==> src/rtl/matmul_engine_if.sv <==
// Memory-side bus of the matrix-multiply engine: controller status,
// A/B read ports, C write port and the engine's status flags.
interface matmul_engine_if #(
  parameter int unsigned N      = 3,
  parameter int unsigned DATA_W = 8,
  parameter int unsigned ADDR_W = 4
);
  localparam int unsigned ACC_W = 2 * DATA_W + $clog2(N);

  logic [1:0]        status;
  logic [ADDR_W-1:0] a_addr;
  logic [DATA_W-1:0] a_data;
  logic [ADDR_W-1:0] b_addr;
  logic [DATA_W-1:0] b_data;
  logic [ADDR_W-1:0] c_addr;
  logic [ACC_W-1:0]  c_data;
  logic              c_we;
  logic              busy;
  logic              process_finish;

  // Engine side: drives addresses, result and flags.
  modport master (
    input  status, a_data, b_data,
    output a_addr, b_addr, c_addr, c_data, c_we, busy, process_finish
  );

  // Memory/controller side.
  modport slave (
    output status, a_data, b_data,
    input  a_addr, b_addr, c_addr, c_data, c_we, busy, process_finish
  );
endinterface

==> src/rtl/matmul_engine.sv <==
// Sequential N x N unsigned matrix multiplier, C = A * B.
// One MAC per READ/ACC pair, one C write per element; pausable via status.
module matmul_engine #(
  parameter int unsigned N      = 3,
  parameter int unsigned DATA_W = 8,
  parameter int unsigned ADDR_W = 4
) (
  input  logic            clock,
  input  logic            rst,
  matmul_engine_if.master bus
);
  localparam int unsigned ACC_W = 2 * DATA_W + $clog2(N);
  localparam int unsigned IDX_W = (N > 1) ? $clog2(N) : 1;
  localparam logic [IDX_W-1:0] LAST_IDX = IDX_W'(N - 1);

  typedef enum logic [2:0] {
    S_IDLE  = 3'd0,
    S_READ  = 3'd1,
    S_ACC   = 3'd2,
    S_WRITE = 3'd3,
    S_DONE  = 3'd4
  } state_e;

  state_e            state_q, state_d;
  logic [IDX_W-1:0]  i_q, i_d;
  logic [IDX_W-1:0]  j_q, j_d;
  logic [IDX_W-1:0]  k_q, k_d;
  logic [ACC_W-1:0]  acc_q, acc_d;
  logic [ADDR_W-1:0] a_addr_q, a_addr_d;
  logic [ADDR_W-1:0] b_addr_q, b_addr_d;
  logic [ADDR_W-1:0] c_addr_q, c_addr_d;
  logic [ACC_W-1:0]  c_data_q, c_data_d;
  logic              c_we_q, c_we_d;
  logic              busy_q, busy_d;
  logic              finish_q, finish_d;

  logic              run_c;
  logic [ACC_W-1:0]  prod_c;
  logic [IDX_W-1:0]  k_inc_c;

  // Row-major address of element (r, c).
  function automatic logic [ADDR_W-1:0] rc_addr(input logic [IDX_W-1:0] r,
                                                input logic [IDX_W-1:0] c);
    return ADDR_W'(r) * ADDR_W'(N) + ADDR_W'(c);
  endfunction

  // Operands are zero-extended first so the product is full ACC_W width.
  assign run_c   = (bus.status == 2'b01);
  assign prod_c  = ACC_W'(bus.a_data) * ACC_W'(bus.b_data);
  assign k_inc_c = k_q + IDX_W'(1);

  // Next-state, index, accumulator and output computation.
  always_comb begin
    state_d  = state_q;
    i_d      = i_q;
    j_d      = j_q;
    k_d      = k_q;
    acc_d    = acc_q;
    a_addr_d = a_addr_q;
    b_addr_d = b_addr_q;
    c_addr_d = c_addr_q;
    c_data_d = c_data_q;
    c_we_d   = 1'b0;

    unique case (state_q)
      S_IDLE: begin
        if (run_c) begin
          i_d      = '0;
          j_d      = '0;
          k_d      = '0;
          acc_d    = '0;
          a_addr_d = '0;
          b_addr_d = '0;
          state_d  = S_READ;
        end
      end

      // Addresses were loaded on entry; memory answers during ACC.
      S_READ: begin
        if (run_c) begin
          state_d = S_ACC;
        end
      end

      S_ACC: begin
        if (run_c) begin
          acc_d = acc_q + prod_c;
          if (k_q < LAST_IDX) begin
            k_d      = k_inc_c;
            a_addr_d = rc_addr(i_q, k_inc_c);
            b_addr_d = rc_addr(k_inc_c, j_q);
            state_d  = S_READ;
          end else begin
            state_d = S_WRITE;
          end
        end
      end

      S_WRITE: begin
        if (run_c) begin
          c_we_d   = 1'b1;
          c_addr_d = rc_addr(i_q, j_q);
          c_data_d = acc_q;
          acc_d    = '0;
          k_d      = '0;
          if (j_q < LAST_IDX) begin
            j_d = j_q + IDX_W'(1);
          end else begin
            j_d = '0;
            i_d = i_q + IDX_W'(1);
          end
          if ((i_q == LAST_IDX) && (j_q == LAST_IDX)) begin
            state_d = S_DONE;
          end else begin
            a_addr_d = rc_addr(i_d, '0);
            b_addr_d = rc_addr('0, j_d);
            state_d  = S_READ;
          end
        end
      end

      // Terminal until reset; status is ignored.
      S_DONE: begin
        state_d = S_DONE;
      end

      default: begin
        state_d = S_IDLE;
      end
    endcase

    busy_d   = (state_d == S_READ) || (state_d == S_ACC) || (state_d == S_WRITE);
    finish_d = (state_d == S_DONE);
  end

  // State and output registers with synchronous reset.
  always_ff @(posedge clock) begin
    if (rst) begin
      state_q  <= S_IDLE;
      i_q      <= '0;
      j_q      <= '0;
      k_q      <= '0;
      acc_q    <= '0;
      a_addr_q <= '0;
      b_addr_q <= '0;
      c_addr_q <= '0;
      c_data_q <= '0;
      c_we_q   <= 1'b0;
      busy_q   <= 1'b0;
      finish_q <= 1'b0;
    end else begin
      state_q  <= state_d;
      i_q      <= i_d;
      j_q      <= j_d;
      k_q      <= k_d;
      acc_q    <= acc_d;
      a_addr_q <= a_addr_d;
      b_addr_q <= b_addr_d;
      c_addr_q <= c_addr_d;
      c_data_q <= c_data_d;
      c_we_q   <= c_we_d;
      busy_q   <= busy_d;
      finish_q <= finish_d;
    end
  end

  assign bus.a_addr         = a_addr_q;
  assign bus.b_addr         = b_addr_q;
  assign bus.c_addr         = c_addr_q;
  assign bus.c_data         = c_data_q;
  assign bus.c_we           = c_we_q;
  assign bus.busy           = busy_q;
  assign bus.process_finish = finish_q;

endmodule

==> src/flat_wrapper.sv <==
// flat-port wrapper written by rule: the top's interface ports become plain ports
module matmul_engine_flat 
#(
  parameter int unsigned N      = 3,
  parameter int unsigned DATA_W = 8,
  parameter int unsigned ADDR_W = 4
)
  (clock, rst, bus_status, bus_a_data, bus_b_data, bus_a_addr, bus_b_addr, bus_c_addr, bus_c_data, bus_c_we, bus_busy, bus_process_finish);
  matmul_engine_if #(.N(N), .DATA_W(DATA_W), .ADDR_W(ADDR_W)) bus_i ();
  input  logic clock;
  input  logic rst;
  input wire logic [$bits(bus_i.status)-1:0] bus_status;
  input wire logic [$bits(bus_i.a_data)-1:0] bus_a_data;
  input wire logic [$bits(bus_i.b_data)-1:0] bus_b_data;
  output wire logic [$bits(bus_i.a_addr)-1:0] bus_a_addr;
  output wire logic [$bits(bus_i.b_addr)-1:0] bus_b_addr;
  output wire logic [$bits(bus_i.c_addr)-1:0] bus_c_addr;
  output wire logic [$bits(bus_i.c_data)-1:0] bus_c_data;
  output wire logic [$bits(bus_i.c_we)-1:0] bus_c_we;
  output wire logic [$bits(bus_i.busy)-1:0] bus_busy;
  output wire logic [$bits(bus_i.process_finish)-1:0] bus_process_finish;
  assign bus_i.status = bus_status;
  assign bus_i.a_data = bus_a_data;
  assign bus_i.b_data = bus_b_data;
  assign bus_a_addr = bus_i.a_addr;
  assign bus_b_addr = bus_i.b_addr;
  assign bus_c_addr = bus_i.c_addr;
  assign bus_c_data = bus_i.c_data;
  assign bus_c_we = bus_i.c_we;
  assign bus_busy = bus_i.busy;
  assign bus_process_finish = bus_i.process_finish;
  matmul_engine #(.N(N), .DATA_W(DATA_W), .ADDR_W(ADDR_W)) u_core (.clock(clock), .rst(rst), .bus(bus_i));
endmodule
==> config.mk <==
export PLATFORM = sky130hd
export DESIGN_NAME = matmul_engine_flat
export DESIGN_NICKNAME = d
export VERILOG_FILES = /design/src/rtl/matmul_engine_if.sv /design/src/rtl/matmul_engine.sv /design/src/flat_wrapper.sv
export SDC_FILE = /design/constraint.sdc
export NUM_CORES = 1
export LEC_CHECK = 0
export CORE_ASPECT_RATIO = 1.25
export CORE_MARGIN = 2
export CORE_UTILIZATION = 50
export DETAILED_ROUTE_END_ITERATION = 6
export PLACE_DENSITY = 0.71
export SLEW_MARGIN = 10
export SYNTH_ARGS = -nofsm -noshare
export SYNTH_HDL_FRONTEND = slang
export SYNTH_SLANG_ARGS = --single-unit
==> constraint.sdc <==
create_clock -name clock -period 6.4 [get_ports clock]
set_input_delay 1.28 -clock clock [delete_from_list [all_inputs] [get_ports clock]]
set_output_delay 1.28 -clock clock [all_outputs]
set_load 0.1 [all_outputs]
==> summary.md <==
| Metric | Value |
|---|---|
| Final WS setup | `0.632 ns` |
| CTS root buf | `clkbuf_16` |
| Worst slack, placed | `0.329 ns` |
| Crit path from | `bus_a_data[4]` |
| RSZ-0062 raised after global routing | `false` |
| Leakage power | `2.80 nW` |
| Vias in the first global route | `4,387` |
| Placed cell area | `5870 µm²` |
| Reg2reg path depth | `15` |
| Clock Pin Slew Worst Setup and Hold Paths | `0.05 ns` |
| Largest delay share family, worst path | `adder cells` |
| Routed wire length | `11,800 µm` |
| CTS tree | `built` |
| Starting Density | `51.8%` |
| Gate Count Post-Synth | `632` |
| Grt total ovfl | `0` |
| Crit share post-route | `90.1%` |
| I/O pin total | `53` |
| Worst path required time | `6.61 ns` |
| Hold Startpoint | `u_core.bus.c_data[10]` |
| Register area | `1200 µm²` |
| CP Buf/Inv Count | `4` |
| CP Launch Type | `input pin` |
| Sum Neg Setup Slack | `0 ns` |
| CP peak stage delay | `0.66 ns` |
| Mapped Avg Cell Area | `8.32 µm²` |
| Slew at the pin with the worst max-slew slack | `1.03 ns` |
| Post-DP HPWL | `9430 µm` |
| Die Span X | `95.7 µm` |
| Layout cells sized above 1 | `3.83%` |
| Routed vias/inst | `5.25` |
| Drt pass-1 iters | `4` |
| Sequential fraction of the synthesis area | `22.8%` |
| Critical path start-end classification | `in -> reg` |
| Hold/Removal Path Class | `reg -> reg` |
| Synth cell types | `51` |
| Clk sinks | `60` |
| Buffers on Ports | `52` |
| Fill count | `914` |
| Die Ht | `119 µm` |
| Post-Syn Area | `5260 µm²` |
| Largest net degree at the start of global routing | `28` |
| Antenna cells | `0` |
| CTS Buf Count | `9` |
| Worst VDD drop | `0.169 mV` |
| Standard-cell rows | `41` |
| Worst R2R Setup Slack | `1.97 ns` |
| Area Growth Syn to Fin | `17.2%` |
| Crit path max fanout | `8` |
| Maxcap violations | `0` |
| Max Clock Freq | `0.173 GHz` |
| Post-CTS Hold Fix Bufs | `0` |
| CP most frequent cell | `fa_1` |
| Post_cts resized | `0` |
| Slowest stage cell, crit path | `clkdlybuf4s50_1` |
| Final setup fails | `0` |
| CP Cell Sequence | `clkdlybuf4s50_1 > nand2_1 > fa_1 > inv_1 > fa_1 > fa_1 > inv_1 > fa_1 > inv_1 > ha_1 > and2_4 > nor2b_4 > a21boi_2 > o31a_1 > or3_1 > a32o_1` |
| Remaining DRCs | `0` |
| Area of the multi-input gates | `3570 µm²` |
| H-tree levels | `3` |
| Worst Hold End | `u_core.bus.c_data[10]` |
| Core area | `10,200 µm²` |
| Drt initial violations | `156` |
| Die area | `11,400 µm²` |
| Total number of vias | `4,243` |
| WL/cell | `14.6 µm` |
| Clk_lat worst skew | `0.33 ns` |
| Final setup skew | `0.00648 ns` |
| Flops & latches, synth | `60` |
| Power Total | `1.52 mW` |
| Finished Cell Area | `6160 µm²` |
| ANT nets after route | `0` |
| Hold Path Depth | `2` |
| Relative slew slack | `31.0%` |
| Routability cong. | `0.805` |
| Initial antenna violation count | `0` |
| Reg-to-Reg End | `u_core.acc_q[14]` |
| Min cycle time layout | `5.77 ns` |
| Post-CTS Setup Bufs | `0` |
| Status | `finished, final reports clean` |
| Arr. time, crit path | `5.98 ns` |
| Gr usage total | `22.5%` |
| Syn_nets | `756` |
| Final Slew Violations | `0` |
| Endpoints failing hold | `0` |
| Layout Nets | `800` |
| Worst flop-to-flop path startpoint | `u_core.acc_q[6]` |
| Synth warn | `0` |
| Longest Clk Path Bufs | `2` |
| P per Cell Area | `246 nW/µm²` |
| Critical Path Sink Type | `flip-flop` |
| First-pass GRT wire length | `20,300 µm` |
-- through the flow --
step | instances | utilization, % | hold WS (ns)
2_1_floorplan | 632 | - | 0.444
3_3_place_gp | 794 | 57.8 | 0.444
3_5_place_dp | 794 | 57.8 | 0.449
4_1_cts | 808 | 60.7 | 0.456
5_1_grt | 808 | 60.7 | 0.477
6_report | 808 | 60.7 | 0.453
-- synthesized netlist by cell type, drive strengths merged --
cell type | instances | area share [%]
a2111oi | 4 | 0.67
a211o | 1 | 0.17
a211oi | 11 | 1.6
a21boi | 2 | 0.36
a21o | 6 | 0.86
a21oi | 52 | 5.0
a22oi | 8 | 1.1
a31oi | 1 | 0.12
a32o | 2 | 0.38
and2 | 38 | 4.6
and3 | 3 | 0.36
buf | 8 | 0.79
clkbuf | 15 | 1.1
dfxtp | 60 | 23
fa | 53 | 20
ha | 51 | 12
inv | 103 | 7.4
mux2i | 4 | 0.76
nand2 | 103 | 7.4
nand2b | 6 | 0.71
nand3 | 7 | 0.76
nand3b | 1 | 0.14
nand4 | 2 | 0.24
nor2 | 31 | 2.2
nor2b | 6 | 0.86
nor3 | 8 | 0.86
nor3b | 3 | 0.52
nor4 | 1 | 0.12
o2111a | 1 | 0.21
o211a | 1 | 0.19
o211ai | 2 | 0.29
o21a | 5 | 0.71
o21ai | 10 | 0.95
o22ai | 1 | 0.12
o31a | 1 | 0.17
o31ai | 2 | 0.29
or2 | 2 | 0.24
or3 | 2 | 0.24
or3b | 1 | 0.17
xnor2 | 9 | 1.5
xor2 | 5 | 0.83
-- state kept, by name, indices dropped and copies added (netlist names) --
name	flops
u_core.bus.c_addr	4
u_core.bus.busy	1
u_core.bus.a_addr	4
u_core.bus.process_finish	1
u_core.bus.c_we	1
u_core.state_q	3
u_core.j_q	2
u_core.bus.b_addr	4
u_core.k_q	2
u_core.acc_q	18
u_core.i_q	2
u_core.bus.c_data	18
-- cell type report --
| cell class | instances | area share (%) |
|---|---|---|
| Sequential cell | 60 | 19.5 |
| Timing Repair Buffer | 56 | 8.93 |
| Inverter | 103 | 6.27 |
| Clock inverter | 2 | 0.568 |
| Clock buffer | 12 | 4.16 |
| Tap cell | 129 | 2.62 |
| Multi-Input combinational cell | 446 | 58.0 |
-- power breakdown --
group          internal [mW]  total (mW)  switching (mW)
logic                  0.274       0.660           0.385
registers              0.380       0.384         0.00481
clock network          0.317       0.472           0.156
-- logic make-up (layout without fill, tap and decap cells) --
family / Yosys count / in the layout / share of synthesized area (%)
compound gates: 110 / 110 / 13.2
fa+ha+maj: 104 / 104 / 32.3
simple gates: 214 / 214 / 19.3
mux: 4 / 4 / 0.761
flops: 60 / 60 / 22.8
buf+inv: 126 / 173 / 9.21
xor+xnor: 14 / 14 / 2.33
-- cell usage in the layout (no fill, tap or decap), types with 7 or more instances in the layout --
| cell type | netlist | layout |
|---|---|---|
| a211oi_1 | 11 | 11 |
| and2_1 | 37 | 37 |
| a21oi_1 | 51 | 51 |
| fa_1 | 53 | 53 |
| ha_1 | 51 | 51 |
| nand2_1 | 103 | 103 |
| nor2_1 | 31 | 31 |
| clkbuf_16 | 0 | 9 |
| dfxtp_1 | 60 | 60 |
| inv_1 | 103 | 103 |
| o21ai_0 | 10 | 10 |
| xnor2_1 | 9 | 9 |
| clkdlybuf4s50_1 | 0 | 52 |
| nor3_1 | 7 | 7 |
| a22oi_1 | 8 | 8 |
-- worst max-delay path by stage --
stage / end / slack, ns / depth (start not counted)
final: u_core.acc_q[14] / 0.63 / 16
after global routing: u_core.acc_q[14] / 0.48 / 16
after global placement: u_core.acc_q[14] / 0.38 / 16
after CTS: u_core.acc_q[14] / 0.66 / 16
after detailed placement: u_core.acc_q[14] / 0.33 / 16
after floorplan: u_core.acc_q[14] / 1.03 / 16
-- worst register-to-register path: stages (launching register included) --
cell      delay, ns
dfxtp_1        0.36
inv_1          0.09
fa_1           0.55
inv_1          0.06
fa_1           0.50
inv_1          0.05
fa_1           0.46
fa_1           0.56
inv_1          0.04
ha_1           0.36
a21o_1         0.20
a21oi_2        0.16
a21boi_2       0.10
o31a_1         0.29
or3_1          0.30
a32o_1         0.25
-- per-layer routing --
| layer | wire length, µm | part of all wire (%) | track usage, % |
|---|---|---|---|
| met5 | 0 | 0 | 0 |
| met2 | 5850 | 50 | 37.4 |
| met3 | 551 | 4.7 | 4.78 |
| met1 | 5280 | 45 | 29.4 |
| met4 | 128 | 1.1 | 5.98 |
Note: power is estimated with default switching activity, not from simulation.
